### src/rtl/fifo_wr_arbiter.sv
// rtl/fifo_wr_arbiter.sv - round-robin, burst-capped arbiter for the async FIFO write port
module fifo_wr_arbiter #(
    parameter int DATAWIDTH = 8,
    parameter int NREQ      = 4,
    parameter int IDXWIDTH  = 2,
    parameter int MAX_BURST = 8,
    parameter int CNTWIDTH  = 4
) (
    input  logic                      clk,
    input  logic                      rst,
    input  logic [NREQ-1:0]           I_req,
    input  logic [NREQ*DATAWIDTH-1:0] I_data,
    input  logic                      I_en,
    input  logic                      I_full,
    output logic [NREQ-1:0]           O_gnt,
    output logic                      O_wren,
    output logic [DATAWIDTH-1:0]      O_data_out,
    output logic [IDXWIDTH-1:0]       O_owner,
    output logic                      O_busy
);

    typedef enum logic {IDLE, BURST} state_t;

    state_t                state, state_n;
    logic [IDXWIDTH-1:0]   owner, owner_n, last, last_n, pick, pick_hi, pick_lo;
    logic [CNTWIDTH-1:0]   cnt, cnt_n;
    logic                  found_hi, xfer;
    logic [DATAWIDTH-1:0]  words [NREQ];

    always_comb begin
        for (int i = 0; i < NREQ; i++) begin
            words[i] = I_data[i*DATAWIDTH +: DATAWIDTH];
        end
    end

    // Lowest requester above last wins; otherwise wrap to the lowest one at or below it.
    always_comb begin
        found_hi = 1'b0;
        pick_hi  = '0;
        pick_lo  = '0;
        for (int i = NREQ - 1; i >= 0; i--) begin
            if (I_req[i]) begin
                if (IDXWIDTH'(i) > last) begin
                    found_hi = 1'b1;
                    pick_hi  = IDXWIDTH'(i);
                end else begin
                    pick_lo  = IDXWIDTH'(i);
                end
            end
        end
        pick = found_hi ? pick_hi : pick_lo;
    end

    assign xfer = (state == BURST) && I_req[owner] && !I_full;

    always_ff @(posedge clk or posedge rst) begin
        if (rst) begin
            state <= IDLE;
            owner <= '0;
            cnt   <= '0;
            last  <= IDXWIDTH'(NREQ - 1);
        end else begin
            state <= state_n;
            owner <= owner_n;
            cnt   <= cnt_n;
            last  <= last_n;
        end
    end

    always_comb begin
        state_n = state;
        owner_n = owner;
        cnt_n   = cnt;
        last_n  = last;
        case (state)
            IDLE: begin
                if (I_en && |I_req) begin
                    state_n = BURST;
                    owner_n = pick;
                    cnt_n   = '0;
                end
            end
            BURST: begin
                if (!I_req[owner]) begin
                    state_n = IDLE;
                    last_n  = owner;
                end else if (!I_full) begin
                    cnt_n = cnt + 1'b1;
                    if (cnt_n == CNTWIDTH'(MAX_BURST)) begin
                        state_n = IDLE;
                        last_n  = owner;
                    end
                end
            end
            default: state_n = IDLE;
        endcase
    end

    // Outputs are combinational so a full flag blocks the write in the same cycle.
    always_comb begin
        O_gnt      = '0;
        O_busy     = (state == BURST);
        O_wren     = xfer;
        O_data_out = '0;
        if ((state == BURST) && !I_full) begin
            O_gnt[owner] = 1'b1;
        end
        if (xfer) begin
            O_data_out = words[owner];
        end
    end

    assign O_owner = owner;

endmodule

### config.mk
export PLATFORM = sky130hd
export DESIGN_NAME = fifo_wr_arbiter
export DESIGN_NICKNAME = d
export VERILOG_FILES = /design/src/rtl/fifo_wr_arbiter.sv
export SDC_FILE = /design/constraint.sdc
export NUM_CORES = 1
export LEC_CHECK = 0
export BUFFER_PORTS_ARGS = -buffer_cell sky130_fd_sc_hd__buf_2
export CELL_PAD_IN_SITES_DETAIL_PLACEMENT = 0
export CELL_PAD_IN_SITES_GLOBAL_PLACEMENT = 1
export CORE_MARGIN = 2
export CORE_UTILIZATION = 31
export CTS_CLUSTER_SIZE = 30
export DETAILED_ROUTE_END_ITERATION = 16
export PLACE_DENSITY = 0.94
export SYNTH_ARGS = -nofsm -noshare
export SYNTH_HDL_FRONTEND = slang
export SYNTH_SLANG_ARGS = --single-unit
### constraint.sdc
create_clock -name clk -period 2.48 [get_ports clk]
set_input_delay 0.372 -clock clk [delete_from_list [all_inputs] [get_ports clk]]
set_output_delay 0.372 -clock clk [all_outputs]
set_load 0.02 [all_outputs]
== After elaboration in Yosys (flattened, before gate mapping) ==
Index checks and enable logic that the tools add are counted.

* Add/subtract/negate cells: 1
* Order comparisons: 7
* Eq/ne operators: 6
* Muxes and demuxes: 46
* Bitwise operators: 2
* Reduce and logical (&&, ||, !) cells: 10

{| class="wikitable"
|+ Operators with widths
! operator !! number
|-
| 2-bit 2-to-1 mux || 20
|-
| 8-bit 2-to-1 mux || 3
|-
| 8-bit binary-select mux with 2-bit select || 1
|-
| 4-bit 2-to-1 mux || 4
|-
| 1-bit 2-to-1 mux || 14
|-
| 4-bit one-hot mux with 2 select lines || 1
|-
| 2-bit != test, second input constant || 3
|-
| 3-bit AND reduction || 2
|-
| 1-bit logical AND || 5
|-
| 4-bit by 1-bit adder with 4-bit output, second input constant || 1
|-
| 4-bit equality test, second input constant || 1
|-
| 1-bit by 2-bit greater-than comparator with 1-bit output, first input constant || 2
|-
| 2-bit greater-than comparator, first input constant || 2
|-
| 2-bit by 1-bit != test with 1-bit output, second input constant || 2
|-
| 4-bit OR reduction || 1
|-
| 3-bit >= comparator, second input constant || 1
|-
| 2-bit by 3-bit < comparator with 1-bit output, second input constant || 1
|-
| 2-bit NOT with 3-bit output || 1
|-
| 1-bit binary-select mux with 2-bit select || 1
|-
| 1-bit demux with 2-bit select || 1
|-
| 2-bit by 1-bit >= comparator with 1-bit output, second input constant || 1
|-
| 1-bit one-hot mux with 2 select lines || 1
|-
| 2-bit AND reduction || 1
|-
| 1-bit logical NOT || 1
|-
| 1-bit NOT || 1
|}

* Flip-flop bits (word level): 9
* Bits of input ports: 40

== Logic depth before layout (Yosys ltp) ==
* Depth in word-level cells: 10
* Depth in mapped cells: 5

== Worst setup path before layout ==
OpenSTA, ideal clock, no wires.

* Path kind: register to output
* Start: reg owner[0] (netlist: O_owner[0])
* End: out O_gnt[1]
* Data arrival time: 1.692 ns
* Required time: 2.108 ns
* Path slack: 0.416 ns
* Stages on the path, launching flop included: 4
* Cells stage by stage: dfrtp_1 > buf_2 > inv_1 > nor4_1

* Longest elaborated chain between the ends: 5
* Elaborated cells on any way between the ends: 6

{| class="wikitable"
|+ Ends and longest elaborated chain
! item !! RTL line !! source
|-
| start: declaration || 25 || <nowiki>logic [IDXWIDTH-1:0] owner, owner_n, last, last_n, pick, pick_hi, pick_lo;</nowiki>
|-
| start signal: assignment || 64 || <nowiki>owner <= owner_n;</nowiki>
|-
| 2-bit by 3-bit < comparator with 1-bit output (implied by the code) / 2-bit by 1-bit >= comparator with 1-bit output (equally long branches) || 106 || <nowiki>O_gnt[owner] = 1'b1;</nowiki>
|-
| 1-bit logical AND (implied by the code) || 106 ||
|-
| 1-bit 2-to-1 mux (implied by the code) || 106 ||
|-
| 1-bit demux with 2-bit select (*) || 106 ||
|-
| 4-bit 2-to-1 mux (*) || 105 || <nowiki>if ((state == BURST) && !I_full) begin</nowiki>
|-
| end: declaration || 15 || <nowiki>output logic [NREQ-1:0] O_gnt,</nowiki>
|}

Every way passes the cells marked *; elsewhere a longest branch is shown, timed or not.

== Worst setup path in the final report ==
* Start: reg owner[1] (netlist: O_owner[1])
* End: out O_wren

* Longest elaborated chain between the ends: 4

{| class="wikitable"
|+ Ends and longest elaborated chain
! item !! RTL line !! source
|-
| 1-bit binary-select mux with 2-bit select || 54 || <nowiki>assign xfer = (state == BURST) && I_req[owner] && !I_full;</nowiki>
|-
| 1-bit 2-to-1 mux (implied by the code) || 54 ||
|-
| 1-bit logical AND (2 in a row) || 54 ||
|-
| end: declaration || 16 || <nowiki>output logic O_wren,</nowiki>
|}

No other way between the ends. The select of a mux whose other input is x is not followed.

==> flow_metrics.tcl <==
set metrics [dict create \
    combPwrFrac 0.598 \
    yosys_register_bits 9 \
    finalSetupViolCount 0 \
    fp.dieW_um 56.4 \
    fmax_mhz 460 \
    seq_power_share 0.304 \
    crit_required_ns 2.11 \
    die_h_um 56.4 \
    cts.sinks 9 \
    syn_area_um2 852 \
    cts_made_buffers 3 \
    layout_common_cells "55 x buf_2, 10 x mux4_2, 9 x inv_1" \
    cts-root-buf "clkbuf_4" \
    layout_commonest_cell "buf_2" \
    groute.usage.overall 0.154 \
    cts_max_level 1 \
    ys_top_cells_by_area "mux4_2 26%, dfrtp_1 21%, dfstp_2 6.2%" \
    p_leak_uw 0.000640 \
    postSynthCellCount 85 \
    cts_hold_buf 0 \
    path_clk_slew_ns 0.06 \
    crit_start "O_owner[1]" \
    place.port_buffers 55 \
    num_io_pins 56 \
    antenna_found_initial 0 \
    slowest_stage "dfrtp_1" \
    fin_tns_setup_ns 0 \
    clkPwrFrac 0.099 \
    syn_to_final_growth_pct 39.4 \
    finClkSkew_ns 0.00219 \
    synth_edf_count 0 \
    crit_arrival_ns 1.80 \
    syn-num-nets 126 \
    slowest_delay_ns 0.68 \
    drt_iter0_drc 41 \
    nFillCells 261 \
    fin_crit_sh 0.877 \
    post_cts_buffers 0 \
    drc_errors 0 \
    totalWireLength_um 2310 \
    ys_types 34 \
    cts.repair.resized 0 \
    syn_area_per_cell_um2 10.0 \
    grt_pass1_vias 866 \
    cellInternalPower_uw 605 \
    tightest_slew_ns 0.626 \
    drv_slew 0 \
    placed_cell_area_um2 1160 \
    rows 19 \
    outcome "finished, final reports clean" \
    period_needed_ns 2.18 \
    clockBufferDepth 2 \
    overflow 0 \
    yosysWarnings 0 \
    stdcell_count 173 \
    dp_hpwl_um 1970 \
    utilization 0.442 \
    first_pass_iters 4 \
    yosys.area.top_type "mux4_2" \
    grt_pass1_wl_um 3870 \
    slew_headroom 0.582 \
    cellPowerDensity_nw_per_um2 913 \
    synth-seq-area-share 0.267 \
    gp_congestion 0.804 \
    core_region_area_um2 2690 \
    critical_path_buf_inv_count 2 \
    reg2reg_slack_ns 0.72 \
    power_switching_uw 479 \
    vias 910 \
    clk_latency_ns 0.25 \
    endpoint_kind "primary output" \
    critPathKind "reg -> out" \
    wire_per_inst_um 13.4 \
    synthFlopType "dfrtp_1" \
    yosysTopAreaCellShare 0.264 \
    grt_max_degree 17 \
    seq_area_um2 228 \
    r2r-end "cnt[2]" \
    path_delay_family "flip-flops" \
    worstReg2RegStart "O_owner[1]" \
    rsz0062_at_grt "no" \
    cts_tree "done" \
    multi_input_area_um2 574 \
    maxCapViolCount 0 \
    design_area_um2 1190 \
    vias_per_cell 5.26 \
    ant_nets 0 \
    start_util 0.317 \
    hp-class "in -> async" \
    peakVddDrop_uv 373 \
    ys_async_sr_fraction 1.00 \
    pre_cts_slack_ns 0.556 \
    switching_share 0.442 \
    path_max_fanout 16 \
    cp-start-kind "flip-flop" \
    fin_ws_ns 0.304 \
    antenna_cells 0 \
    worstRegToRegCells 4 \
    placed_cells 169 \
    worstPathCellList "mux4_2 -> nand2_2 -> inv_1 -> buf_2" \
    nNetsFinal 184 \
    die-area_um2 3180 \
    hold_viol_final 0 \
    layout-drive-gt1-share 0.549 \
]
synthesized netlist by cell type, types with 2 or more instances:
cell type and number:
a21o_1 2, nor4_1 2, clkbuf_1 2, mux4_2 10, nand2_1 4, o211ai_1 2, dfstp_2 2, nand3b_1 3
nor2b_1 2, a21oi_1 3, nor2_1 3, dfrtp_1 7, nand3_1 4, inv_1 9, o21ai_0 4, and3_1 8
per-stage QoR:
| step | hold slack (ns) | total power (µW) |
|---|---|---|
| after CTS | 0.0569 | 1100 |
| after floorplan | 0.198 | 797 |
| after global routing | 0.0834 | 1190 |
| after global placement | 0.339 | 967 |
| final | 0.0626 | 1080 |
| after detailed placement | 0.339 | 986 |
flip-flops by register name, indices dropped and copies added, names as in the netlist:
signal and cells:
O_busy 1, O_owner 2, cnt 4, last 2
power groups by stage:
stage	clock network [µW]	logic, µW	registers (µW)
floorplan	0	476	322
global placement	0	644	324
detailed placement	0	653	333
CTS	114	657	330
global route	124	715	347
finish	107	648	329
logic make-up (layout without fill, tap and decap cells):
kind of cell	after synthesis	in the layout	synth area share
compound gates	19	19	0.156
simple gates	31	31	0.214
flops	9	9	0.267
buf+inv	13	70	0.0587
fa+ha+maj	1	1	0.0147
mux	12	12	0.289
worst max-delay path by stage:
stage,slack (ns),endpoint,cells after the start
floorplan,0.42,O_gnt[1],3
global placement,0.60,O_data_out[0],4
detailed placement,0.56,O_data_out[1],4
CTS,0.27,O_data_out[1],4
global route,0.17,O_wren,4
finish,0.30,O_wren,4
routing by layer:
layer / part of all wire / GRT usage
met2: 0.50 / 0.282
met4: 0.019 / 0.0782
met1: 0.38 / 0.166
met3: 0.10 / 0.0276
met5: 0 / 0
final cells by class:
class                   count  share of cell area
multi-input cells          63               0.484
repair buffers             56               0.238
flip-flops and latches      9               0.192
well taps                  31              0.0327
inverters                  10              0.0316
clock buffers               4              0.0221
Power figures use the tool's default switching activity.
